--- src/rtl/mlp_sequencer_if.sv ---
// Bus bundle between mlp_sequencer and its neighbours: weight memory,
// pixel buffer, activation RAM and the multiply-accumulate ALU.
interface mlp_sequencer_if #(
    parameter int DATA_W     = 4,
    parameter int LANES      = 4,
    parameter int L1_GROUPS  = 36,
    parameter int L1_NEURONS = 8,
    parameter int ADDR_W     = 16,
    parameter int ACT_AW     = 5
);
    localparam int L2_GROUPS = (L1_NEURONS + LANES - 1) / LANES;
    localparam int G_MAX     = (L1_GROUPS > L2_GROUPS) ? L1_GROUPS : L2_GROUPS;
    localparam int G_W       = (G_MAX > 1) ? $clog2(G_MAX) : 1;

    logic                    start;
    logic                    abort;
    logic                    busy;
    logic                    done;
    logic                    mem_req;
    logic [ADDR_W-1:0]       mem_addr;
    logic                    mem_valid;
    logic [LANES*DATA_W-1:0] mem_data;
    logic                    pix_req;
    logic [G_W-1:0]          pix_group;
    logic [LANES*DATA_W-1:0] pix_data;
    logic [ACT_AW-1:0]       act_rd_addr;
    logic [DATA_W-1:0]       act_rd_data;
    logic                    act_wr_en;
    logic [ACT_AW-1:0]       act_wr_addr;
    logic [DATA_W-1:0]       act_wr_data;
    logic [DATA_W-1:0]       alu_result;
    logic [LANES*DATA_W-1:0] weights;
    logic [LANES*DATA_W-1:0] inputs;
    logic [DATA_W-1:0]       bias;
    logic                    clear;
    logic                    accumulate;
    logic                    layer;

    modport master (
        input  start, abort, mem_valid, mem_data, pix_data, act_rd_data, alu_result,
        output busy, done, mem_req, mem_addr, pix_req, pix_group, act_rd_addr,
               act_wr_en, act_wr_addr, act_wr_data, weights, inputs, bias,
               clear, accumulate, layer
    );

    modport slave (
        output start, abort, mem_valid, mem_data, pix_data, act_rd_data, alu_result,
        input  busy, done, mem_req, mem_addr, pix_req, pix_group, act_rd_addr,
               act_wr_en, act_wr_addr, act_wr_data, weights, inputs, bias,
               clear, accumulate, layer
    );
endinterface

--- src/rtl/mlp_sequencer.sv ---
// Two-layer inference sequencer: walks every neuron of the hidden and output
// layers, fetching bias/weights, gathering LANES-wide input groups and
// issuing one ALU accumulate per group, then writing the activation back.
module mlp_sequencer #(
    parameter int DATA_W     = 4,
    parameter int LANES      = 4,
    parameter int L1_GROUPS  = 36,
    parameter int L1_NEURONS = 8,
    parameter int L2_NEURONS = 10,
    parameter int ADDR_W     = 16,
    parameter int ACT_AW     = 5
) (
    input  logic            clk,
    input  logic            n_rst,
    mlp_sequencer_if.master bus
);
    localparam int L2_GROUPS = (L1_NEURONS + LANES - 1) / LANES;
    localparam int G_MAX     = (L1_GROUPS > L2_GROUPS) ? L1_GROUPS : L2_GROUPS;
    localparam int G_W       = (G_MAX > 1) ? $clog2(G_MAX) : 1;
    localparam int N_MAX     = (L1_NEURONS > L2_NEURONS) ? L1_NEURONS : L2_NEURONS;
    localparam int N_W       = (N_MAX > 1) ? $clog2(N_MAX) : 1;
    localparam int K_W       = (LANES > 1) ? $clog2(LANES) : 1;
    localparam int OP_W      = LANES * DATA_W;

    localparam logic [2:0] S_IDLE   = 3'd0;
    localparam logic [2:0] S_BIAS   = 3'd1;
    localparam logic [2:0] S_WEIGHT = 3'd2;
    localparam logic [2:0] S_IN_REQ = 3'd3;
    localparam logic [2:0] S_IN_CAP = 3'd4;
    localparam logic [2:0] S_ACCU   = 3'd5;
    localparam logic [2:0] S_WRITE  = 3'd6;
    localparam logic [2:0] S_DONE   = 3'd7;

    logic [2:0]        state_reg, state_next;
    logic              layer_reg;
    logic [N_W-1:0]    n_reg;
    logic [G_W-1:0]    g_reg;
    logic [K_W-1:0]    k_reg;
    logic [ADDR_W-1:0] a_reg;
    logic [DATA_W-1:0] bias_reg;
    logic [OP_W-1:0]   weights_reg, inputs_reg, inputs_next;

    logic              last_group, last_neuron, last_lane, lane_pad;
    logic [31:0]       rd_idx;
    logic [ACT_AW-1:0] rd_addr, wr_addr;

    assign last_group  = layer_reg ? (g_reg == G_W'(L2_GROUPS - 1))
                                   : (g_reg == G_W'(L1_GROUPS - 1));
    assign last_neuron = layer_reg ? (n_reg == N_W'(L2_NEURONS - 1))
                                   : (n_reg == N_W'(L1_NEURONS - 1));
    assign last_lane   = (k_reg == K_W'(LANES - 1));

    // Hidden activations only fill the first L1_NEURONS slots; lanes past
    // that point are padding and must feed zeros to the ALU.
    assign rd_idx   = 32'(g_reg) * 32'(LANES) + 32'(k_reg);
    assign lane_pad = (rd_idx >= 32'(L1_NEURONS));
    assign rd_addr  = ACT_AW'(g_reg) * ACT_AW'(LANES) + ACT_AW'(k_reg);
    assign wr_addr  = layer_reg ? (ACT_AW'(L1_NEURONS) + ACT_AW'(n_reg)) : ACT_AW'(n_reg);

    // Next input operand: full pixel group in layer 0, one lane at a time in layer 1.
    for (genvar gi = 0; gi < LANES; gi++) begin : g_lane
        assign inputs_next[gi*DATA_W +: DATA_W] =
            !layer_reg              ? bus.pix_data[gi*DATA_W +: DATA_W] :
            (k_reg == K_W'(gi))     ? (lane_pad ? '0 : bus.act_rd_data) :
                                      inputs_reg[gi*DATA_W +: DATA_W];
    end

    // Next-state selection; abort overrides everything.
    always_comb begin
        state_next = state_reg;
        case (state_reg)
            S_IDLE:   if (bus.start) state_next = S_BIAS;
            S_BIAS:   if (bus.mem_valid) state_next = S_WEIGHT;
            S_WEIGHT: if (bus.mem_valid) state_next = S_IN_REQ;
            S_IN_REQ: state_next = S_IN_CAP;
            S_IN_CAP: state_next = (!layer_reg || last_lane) ? S_ACCU : S_IN_REQ;
            S_ACCU:   state_next = last_group ? S_WRITE : S_WEIGHT;
            S_WRITE:  state_next = (layer_reg && last_neuron) ? S_DONE : S_BIAS;
            S_DONE:   state_next = S_IDLE;
            default:  state_next = S_IDLE;
        endcase
        if (bus.abort) state_next = S_IDLE;
    end

    // State register.
    always_ff @(posedge clk or negedge n_rst) begin
        if (!n_rst) state_reg <= S_IDLE;
        else        state_reg <= state_next;
    end

    // Sequencing counters; cleared on every entry to (and stay in) IDLE.
    always_ff @(posedge clk or negedge n_rst) begin
        if (!n_rst) begin
            layer_reg <= 1'b0;
            n_reg     <= '0;
            g_reg     <= '0;
            k_reg     <= '0;
            a_reg     <= '0;
        end else if (state_next == S_IDLE) begin
            layer_reg <= 1'b0;
            n_reg     <= '0;
            g_reg     <= '0;
            k_reg     <= '0;
            a_reg     <= '0;
        end else begin
            case (state_reg)
                S_BIAS: begin
                    g_reg <= '0;
                    if (bus.mem_valid) a_reg <= a_reg + ADDR_W'(1);
                end
                S_WEIGHT: if (bus.mem_valid) a_reg <= a_reg + ADDR_W'(1);
                S_IN_CAP: if (layer_reg) k_reg <= last_lane ? '0 : k_reg + K_W'(1);
                S_ACCU:   if (!last_group) g_reg <= g_reg + G_W'(1);
                S_WRITE: begin
                    if (!last_neuron) begin
                        n_reg <= n_reg + N_W'(1);
                    end else if (!layer_reg) begin
                        layer_reg <= 1'b1;
                        n_reg     <= '0;
                    end
                end
                default: ;
            endcase
        end
    end

    // ALU operand registers; they only move on their own capture edges.
    always_ff @(posedge clk or negedge n_rst) begin
        if (!n_rst) begin
            bias_reg    <= '0;
            weights_reg <= '0;
            inputs_reg  <= '0;
        end else if (!bus.abort) begin
            if (state_reg == S_BIAS && bus.mem_valid)   bias_reg    <= bus.mem_data[DATA_W-1:0];
            if (state_reg == S_WEIGHT && bus.mem_valid) weights_reg <= bus.mem_data;
            if (state_reg == S_IN_CAP)                  inputs_reg  <= inputs_next;
        end
    end

    assign bus.busy        = (state_reg != S_IDLE);
    assign bus.done        = (state_reg == S_DONE);
    assign bus.mem_req     = (state_reg == S_BIAS) || (state_reg == S_WEIGHT);
    assign bus.mem_addr    = a_reg;
    assign bus.pix_req     = (state_reg == S_IN_REQ) && !layer_reg;
    assign bus.pix_group   = bus.pix_req ? g_reg : '0;
    assign bus.act_rd_addr = ((state_reg == S_IN_REQ) && layer_reg) ? rd_addr : '0;
    assign bus.act_wr_en   = (state_reg == S_WRITE);
    assign bus.act_wr_addr = bus.act_wr_en ? wr_addr : '0;
    assign bus.act_wr_data = bus.act_wr_en ? bus.alu_result : '0;
    assign bus.weights     = weights_reg;
    assign bus.inputs      = inputs_reg;
    assign bus.bias        = bias_reg;
    assign bus.clear       = (state_reg == S_BIAS);
    assign bus.accumulate  = (state_reg == S_ACCU);
    assign bus.layer       = layer_reg;
endmodule

--- src/flat_wrapper.sv ---
// flat-port wrapper written by rule: the top's interface ports become plain ports
module mlp_sequencer_flat 
#(
    parameter int DATA_W     = 4,
    parameter int LANES      = 4,
    parameter int L1_GROUPS  = 36,
    parameter int L1_NEURONS = 8,
    parameter int L2_NEURONS = 10,
    parameter int ADDR_W     = 16,
    parameter int ACT_AW     = 5
)
  (clk, n_rst, bus_start, bus_abort, bus_mem_valid, bus_mem_data, bus_pix_data, bus_act_rd_data, bus_alu_result, bus_busy, bus_done, bus_mem_req, bus_mem_addr, bus_pix_req, bus_pix_group, bus_act_rd_addr, bus_act_wr_en, bus_act_wr_addr, bus_act_wr_data, bus_weights, bus_inputs, bus_bias, bus_clear, bus_accumulate, bus_layer);
  mlp_sequencer_if #(.DATA_W(DATA_W), .LANES(LANES), .L1_GROUPS(L1_GROUPS), .L1_NEURONS(L1_NEURONS), .ADDR_W(ADDR_W), .ACT_AW(ACT_AW)) bus_i ();
  input  logic clk;
  input  logic n_rst;
  input wire logic [$bits(bus_i.start)-1:0] bus_start;
  input wire logic [$bits(bus_i.abort)-1:0] bus_abort;
  input wire logic [$bits(bus_i.mem_valid)-1:0] bus_mem_valid;
  input wire logic [$bits(bus_i.mem_data)-1:0] bus_mem_data;
  input wire logic [$bits(bus_i.pix_data)-1:0] bus_pix_data;
  input wire logic [$bits(bus_i.act_rd_data)-1:0] bus_act_rd_data;
  input wire logic [$bits(bus_i.alu_result)-1:0] bus_alu_result;
  output wire logic [$bits(bus_i.busy)-1:0] bus_busy;
  output wire logic [$bits(bus_i.done)-1:0] bus_done;
  output wire logic [$bits(bus_i.mem_req)-1:0] bus_mem_req;
  output wire logic [$bits(bus_i.mem_addr)-1:0] bus_mem_addr;
  output wire logic [$bits(bus_i.pix_req)-1:0] bus_pix_req;
  output wire logic [$bits(bus_i.pix_group)-1:0] bus_pix_group;
  output wire logic [$bits(bus_i.act_rd_addr)-1:0] bus_act_rd_addr;
  output wire logic [$bits(bus_i.act_wr_en)-1:0] bus_act_wr_en;
  output wire logic [$bits(bus_i.act_wr_addr)-1:0] bus_act_wr_addr;
  output wire logic [$bits(bus_i.act_wr_data)-1:0] bus_act_wr_data;
  output wire logic [$bits(bus_i.weights)-1:0] bus_weights;
  output wire logic [$bits(bus_i.inputs)-1:0] bus_inputs;
  output wire logic [$bits(bus_i.bias)-1:0] bus_bias;
  output wire logic [$bits(bus_i.clear)-1:0] bus_clear;
  output wire logic [$bits(bus_i.accumulate)-1:0] bus_accumulate;
  output wire logic [$bits(bus_i.layer)-1:0] bus_layer;
  assign bus_i.start = bus_start;
  assign bus_i.abort = bus_abort;
  assign bus_i.mem_valid = bus_mem_valid;
  assign bus_i.mem_data = bus_mem_data;
  assign bus_i.pix_data = bus_pix_data;
  assign bus_i.act_rd_data = bus_act_rd_data;
  assign bus_i.alu_result = bus_alu_result;
  assign bus_busy = bus_i.busy;
  assign bus_done = bus_i.done;
  assign bus_mem_req = bus_i.mem_req;
  assign bus_mem_addr = bus_i.mem_addr;
  assign bus_pix_req = bus_i.pix_req;
  assign bus_pix_group = bus_i.pix_group;
  assign bus_act_rd_addr = bus_i.act_rd_addr;
  assign bus_act_wr_en = bus_i.act_wr_en;
  assign bus_act_wr_addr = bus_i.act_wr_addr;
  assign bus_act_wr_data = bus_i.act_wr_data;
  assign bus_weights = bus_i.weights;
  assign bus_inputs = bus_i.inputs;
  assign bus_bias = bus_i.bias;
  assign bus_clear = bus_i.clear;
  assign bus_accumulate = bus_i.accumulate;
  assign bus_layer = bus_i.layer;
  mlp_sequencer #(.DATA_W(DATA_W), .LANES(LANES), .L1_GROUPS(L1_GROUPS), .L1_NEURONS(L1_NEURONS), .L2_NEURONS(L2_NEURONS), .ADDR_W(ADDR_W), .ACT_AW(ACT_AW)) u_core (.clk(clk), .n_rst(n_rst), .bus(bus_i));
endmodule
--- config.mk ---
export PLATFORM = sky130hd
export DESIGN_NAME = mlp_sequencer_flat
export DESIGN_NICKNAME = d
export VERILOG_FILES = /design/src/rtl/mlp_sequencer_if.sv /design/src/rtl/mlp_sequencer.sv /design/src/flat_wrapper.sv
export SDC_FILE = /design/constraint.sdc
export NUM_CORES = 1
export LEC_CHECK = 0
export ABC_AREA = 1
export CAP_MARGIN = 25
export CORE_MARGIN = 4
export CORE_UTILIZATION = 39
export DETAILED_ROUTE_END_ITERATION = 10
export MAX_ROUTING_LAYER = met4
export PLACE_DENSITY_LB_ADDON = 0.2
export SYNTH_ARGS = -nofsm -noshare
export SYNTH_HDL_FRONTEND = slang
export SYNTH_SLANG_ARGS = --single-unit
--- constraint.sdc ---
create_clock -name clk -period 2.02 [get_ports clk]
set_input_delay 0.404 -clock clk [delete_from_list [all_inputs] [get_ports clk]]
set_output_delay 0.404 -clock clk [all_outputs]
set_load 0.005 [all_outputs]
==> impl_metrics.py, run 1 <==
metrics = {
    "status": {
        "status": "finished, violations left",
        "failed_checks": "setup timing",
    },
    "drt": {
        "dr.pass1.iters": 4,
        "via_per_inst": 4.853,
        "vias": 3722,
        "drc_errors": 0,
        "wl_per_cell_um": 13.80,
        "drt_iter0_drc": 239,
        "drt_wl_total_mm": 10.58,
        "drtAntennaViolNets": 0,
    },
    "worst_setup_path": {
        "path_class": "reg2out",
        "cp-start-kind": "flip-flop",
        "max_stage_delay_ns": 0.38,
        "cp.required_ns": 1.62,
        "endpoint_kind": "output port",
        "cp_cell_sequence": "inv_2 -> buf_6 -> nor3_4 -> buf_6 -> inv_6 -> buf_6 -> buf_6 -> nor2_4 -> buf_2",
        "cp_common_cell": "buf_6",
        "crit_arrival_ns": 1.69,
        "crit_family": "buffers and inverters",
        "path_max_fanout": 4,
        "slowest_stage": "dfrtp_1",
        "worstPathBufferInverterCount": 7,
    },
    "finish": {
        "n_fill_cell": 821,
        "final-instance-count-excl-fill": 767,
        "fin_area_um2": 5743,
        "drive_gt1_frac": 0.1865,
        "finish.utilization": 0.6157,
        "register_area_um2": 1705,
        "syn2layout_area_growth_pct": 52.80,
        "multi_input_area_um2": 1740,
        "nets": 687,
        "diodes": 0,
    },
    "timing": {
        "post-route-period-util": 1.037,
        "rsz0062_at_grt": "true",
        "holdWs_ns": 0.09540,
        "setup_ws_ns": -0.07557,
        "clock_skew_ns": 0.01273,
        "hold_violations": 0,
        "setup_viol": 1,
        "maxSlewViolCount": 0,
        "slew-limit-headroom": 0.5619,
        "finalCriticalPeriod_ns": 2.096,
        "tightest_slew_ns": 0.6572,
        "fmax_ghz": 0.4772,
    },
    "floorplan": {
        "start_util": 0.4030,
        "die_w_um": 106.2,
        "rows": 35,
        "core_area_um2": 9328,
        "fp.dieH_um": 106.2,
        "die_area_um2": 11270,
        "ios": 125,
    },
    "global_routing": {
        "grt_start_max_net_pins": 28,
        "grt_pass1_vias": 3494,
        "overflow": 0,
        "grt_pass1_wl_mm": 16.96,
        "antenna_found_initial": 0,
        "track_usage": 0.1895,
    },
    "clock_tree": {
        "cts_hold_buf": 0,
        "ctsLongestPathBuffers": 2,
        "clk_latency_ns": 0.34,
        "cts_root_buffer": "clkbuf_8",
        "cts_tree": "yes",
        "htreeDepth": 3,
        "clock_sinks": 68,
        "path_clk_slew_ns": 0.08,
        "cts_buffers": 9,
    },
    "synth": {
        "synth-seq-cells": 68,
        "synth_seq_area_share": 0.4527,
        "synth_area_um2": 3759,
        "avgSynthCellArea_um2": 7.997,
        "ys.warnings.count": 0,
        "netlist_instances": 470,
        "synth_cell_types": 33,
        "syn_nets": 524,
    },
    "place": {
        "gp_congestion": 0.9025,
        "port_buffers": 124,
        "placed_area_um2": 5279,
        "dp_cells": 733,
        "dp_hpwl_mm": 7.709,
    },
    "job": {
        "max_cap_viol_count": 0,
    },
    "power_and_ir_drop": {
        "irDropWorstVdd_mv": 0.4548,
        "p_per_area_nw_per_um2": 710.0,
        "p_leak_nw": 2.832,
    },
    "hold_path": {
        "hp-class": "in2async",
    },
}
final timing paths:
kind                                          start                      end  slack, ns  cells past startpoint
worst min-delay path                          n_rst    u_core.bus.weights[8]        0.1                      1
worst max register to register  u_core.state_reg[2]  u_core.bus.mem_addr[12]       0.08                     12
worst max-delay path            u_core.state_reg[2]       bus_act_wr_data[3]      -0.08                      9
worst min register to register   u_core.bus.bias[1]       u_core.bus.bias[1]       0.50                      2
max in group asynchronous                     n_rst         u_core.bus.layer       1.35                      2
min in group clk                 u_core.bus.bias[1]       u_core.bus.bias[1]       0.50                      2
placed cells by master (no fill, tap or decap), types with 2 or more instances in the layout:
cell,instances
a21oi_1,24
a22oi_1,12
buf_12,2
buf_2,8
buf_4,26
buf_6,8
buf_8,2
clkbuf_16,2
clkbuf_2,3
clkbuf_8,11
clkdlybuf4s50_1,97
clkinv_4,2
dfrtp_1,65
dfrtp_2,3
dlygate4sd2_1,13
dlymetal6s2s_1,3
ha_1,9
inv_1,82
inv_2,5
mux2_2,13
nand2_1,70
nand2_2,5
nand3_1,29
nand3_2,4
nand3_4,2
nand4_1,14
nor2_1,56
nor2_2,5
nor2_4,2
nor3_1,13
nor3_4,3
o211ai_1,5
o21ai_0,17
o21ai_2,3
xnor2_1,2
xor2_1,3
stage by stage:
stage	setup WS, ns	setup TNS (ns)	power [mW]
4_1_cts	-0.1524	-0.3094	4.065
5_1_grt	-0.1558	-0.7635	4.298
2_1_floorplan	0.4194	0	2.117
3_5_place_dp	-0.04812	-0.2149	2.874
6_report	-0.07557	-0.07557	4.078
3_3_place_gp	0.01320	0	2.847
metal layers:
metal / part of all wire / global-route usage / vias up
li1: - / - / 1849
met4: 0.014 / 0.05920 / 0
met1: 0.46 / 0.2586 / 1725
met3: 0.070 / 0.04068 / 14
met5: 0 / - / -
met2: 0.46 / 0.2833 / 134
cell families (layout without fill, tap and decap cells):
group	Yosys count	count (layout)	share of synthesized area
AO/OA/AOI/OAI	66	66	0.1042
AND/OR/NAND/NOR	208	208	0.2557
XOR/XNOR	5	5	0.01165
multiplexers	13	13	0.03895
adder cells (fa/ha/maj)	9	9	0.02996
flip-flops	68	68	0.4527
buffers and inverters	101	269	0.1069
cells in the mapped netlist (all sizes together):
| master | count | area (um2) |
|---|---|---|
| clkbuf | 3 | 11.26 |
| ha | 9 | 112.6 |
| buf | 9 | 56.30 |
| nor3 | 16 | 102.6 |
| xnor2 | 2 | 17.52 |
| a22oi | 12 | 90.09 |
| a21o | 1 | 7.510 |
| a21oi | 25 | 125.1 |
| inv | 89 | 334.1 |
| mux2 | 13 | 146.4 |
| xor2 | 3 | 26.28 |
| or2 | 1 | 6.260 |
| nand3 | 35 | 190.2 |
| nand4 | 15 | 100.1 |
| dfrtp | 68 | 1702 |
| a211oi | 1 | 7.510 |
| nor4 | 2 | 27.53 |
| o21ai | 21 | 116.4 |
| o31ai | 1 | 7.510 |
| o211ai | 5 | 37.54 |
| nor2 | 63 | 241.5 |
| nand2 | 76 | 292.8 |
layout make-up:
| class | count | area share |
|---|---|---|
| clock buffers | 11 | 0.02636 |
| clock inverters | 5 | 0.01046 |
| inverters | 89 | 0.05948 |
| multi-input cells | 301 | 0.3031 |
| flip-flops and latches | 68 | 0.2970 |
| well taps | 129 | 0.02810 |
| repair buffers | 164 | 0.2756 |
worst reg2reg max path: cells and delay by family (launching register included):
kind	cells	cell delay, ns
and+or+nand+nor	7	0.87
buffers and inverters	4	0.49
DFF	1	0.38
AOI/OAI and AO/OA	1	0.08
power breakdown:
part | internal, mW | switching, mW
registers | 1.61 | 0.138
clock network | 0.640 | 0.521
logic | 0.740 | 0.432
total | 2.99 | 1.09
what timing repair did:
item / in CTS / in global routing
gates resized for setup: 49 / 47
gates cloned: 0 / 2
pin swaps: 6 / 8
setup buffers: 9 / 7
endpoints found under the setup margin: 27 / 49
No activity file was read; power rests on OpenSTA's default activity.
==> run 2, diff against run 1 <==
CORE_MARGIN = 5   (was 4)
RECOVER_POWER = 100   (was unset)
==> impl_metrics.py, run 2 (synthesized netlist as in run 1, its figures left out) <==
metrics = {
    "drt": {
        "vias": 3701,
        "wl_per_cell_um": 13.81,
        "drt_iter0_drc": 191,
        "drtAntennaViolNets": 0,
        "drt_wl_total_mm": 10.54,
        "dr.pass1.iters": 6,
        "drc_errors": 0,
        "via_per_inst": 4.851,
    },
    "timing": {
        "finalCriticalPeriod_ns": 2.053,
        "rsz0062_at_grt": "true",
        "hold_violations": 0,
        "setup_ws_ns": -0.03325,
        "maxSlewViolCount": 0,
        "clock_skew_ns": 0.01408,
        "tns_ns": -0.03325,
        "setup_viol": 1,
        "fmax_ghz": 0.4870,
        "post-route-period-util": 1.016,
        "tightest_slew_ns": 1.495,
        "slew-limit-headroom": 0.003435,
    },
    "floorplan": {
        "ios": 125,
        "rows": 35,
        "die_w_um": 108.2,
        "start_util": 0.4030,
        "die_area_um2": 11700,
        "core_area_um2": 9328,
        "fp.dieH_um": 108.2,
    },
    "clock_tree": {
        "cts_tree": "yes",
        "ctsLongestPathBuffers": 2,
        "cts_buffers": 9,
        "clk_latency_ns": 0.34,
        "cts_root_buffer": "clkbuf_8",
        "path_clk_slew_ns": 0.08,
        "clock_sinks": 68,
        "htreeDepth": 3,
    },
    "finish": {
        "final-instance-count-excl-fill": 763,
        "final_common_cell": "clkdlybuf4s50_1",
        "nets": 683,
        "drive_gt1_frac": 0.1767,
        "diodes": 0,
        "fin_area_um2": 5657,
        "syn2layout_area_growth_pct": 50.50,
        "layout_common_cells": "clkdlybuf4s50_1 (96), inv_1 (83), nand2_1 (73), dfrtp_1 (65), nor2_1 (54)",
    },
    "global_routing": {
        "overflow": 0,
        "grt_pass1_vias": 3715,
        "track_usage": 0.1909,
        "met1_usage": 0.2469,
        "grtUsageMet2": 0.3077,
        "busiest_layer": "met2",
        "antenna_found_initial": 0,
        "grt_pass1_wl_mm": 17.56,
        "grtUsageMet3": 0.03940,
        "grt_start_max_net_pins": 69,
    },
    "worst_setup_path": {
        "path_max_fanout": 3,
        "r2r_setup_slack_ns": 0.12,
        "timing.rr.end": "u_core.bus.mem_addr[2]",
        "cp-start-kind": "flip-flop",
        "endpoint_kind": "output port",
        "reg2reg_depth": 11,
        "cp.required_ns": 1.62,
        "path_class": "reg2out",
        "crit_arrival_ns": 1.65,
        "reg2reg_from": "u_core.bus.layer",
    },
    "place": {
        "dp_hpwl_mm": 7.816,
        "dp_cells": 735,
        "placed_area_um2": 5306,
        "port_buffers": 124,
        "gp_congestion": 0.8917,
    },
    "power_and_ir_drop": {
        "p_per_area_nw_per_um2": 718.9,
        "power.total_mw": 4.067,
        "irDropWorstVdd_mv": 0.3681,
        "p_leak_nw": 2.837,
    },
    "status": {
        "status": "finished, violations left",
        "failed_checks": "setup timing",
    },
    "hold_path": {
        "hp-start": "u_core.bus.weights[3]",
        "min_path_cells": 2,
        "hp-class": "reg2reg",
        "hold_path_end": "u_core.bus.weights[3]",
    },
    "job": {
        "max_cap_viol_count": 0,
    },
}
==> run 2: changes by cell type in the layout (fill, tap and decap cells not counted), sizes merged <==
cell / before / now
dlygate4sd2: 13 / 5
buf: 46 / 39
dlymetal6s2s: 3 / 8
clkbuf: 16 / 20
clkdlybuf4s15: 0 / 2
clkinv: 3 / 1
clkdlybuf4s50: 97 / 96
clkinvlp: 1 / 2
dlygate4sd3: 0 / 1
inv: 89 / 90
==> run 2: metrics by stage <==
| stage | utilization | hold WS (ns) | setup WS, ns |
|---|---|---|---|
| 3_3_place_gp | 0.5689 | 0.4555 | 0.06584 |
| 2_1_floorplan | - | 0.1084 | 0.4194 |
| 3_5_place_dp | 0.5689 | 0.4587 | -0.02604 |
| 4_1_cts | 0.5970 | 0.09241 | -0.1605 |
| 5_1_grt | 0.6064 | 0.5157 | -0.08390 |
| 6_report | 0.6064 | 0.5013 | -0.03325 |
==> run 2: worst max path at each step <==
stage                     slack (ns)                start                     end
after floorplan                 0.42     u_core.bus.layer         u_core.n_reg[1]
after global placement          0.07        bus_mem_valid  u_core.bus.mem_addr[2]
after detailed placement       -0.03        bus_mem_valid  u_core.bus.weights[14]
after CTS                      -0.16  u_core.state_reg[2]           bus_act_wr_en
after global routing           -0.08  u_core.state_reg[2]             bus_pix_req
final                          -0.03  u_core.state_reg[2]             bus_pix_req
==> run 2: what timing repair did <==
| item | CTS | global route |
|---|---|---|
| buffers inserted | 5 | 7 |
| endpoints found under the hold margin | 0 | 0 |
| pin swaps | 2 | 2 |
| hold buffers | 0 | 0 |
| setup endpoints to repair | 27 | 26 |
| resized for setup | 43 | 43 |
==> run 2: cell type report <==
| type | instances | area, um2 |
|---|---|---|
| Timing Repair Buffer | 160 | 1506 |
| Fill cell | 837 | 3671 |
| Sequential cell | 68 | 1705 |
| Tap cell | 129 | 161.4 |
| Clock buffer | 11 | 151.4 |
| Multi-Input combinational cell | 301 | 1734 |
| Inverter | 89 | 339.1 |
| Clock inverter | 5 | 58.81 |
==> run 2: power breakdown <==
part / leakage, nW / total, mW / internal [mW] / switching (mW)
logic: 1.87 / 1.14 / 0.719 / 0.425
registers: 0.862 / 1.74 / 1.61 / 0.138
clock network: 0.102 / 1.18 / 0.640 / 0.538
==> run 2: worst max-delay path, cell delays in order (launching register included) <==
cell	delay, ns
dfrtp_1	0.40
inv_2	0.09
nand3_2	0.09
nor2_4	0.12
buf_4	0.11
clkdlybuf4s50_1	0.50
==> run 2: metal layers <==
| layer | routed length, um | vias up | share of wire |
|---|---|---|---|
| met2 | 4858 | 139 | 0.46 |
| met5 | 0 | - | 0 |
| met3 | 634 | 14 | 0.060 |
| met4 | 109 | 0 | 0.010 |
| li1 | - | 1836 | - |
| met1 | 4937 | 1712 | 0.47 |
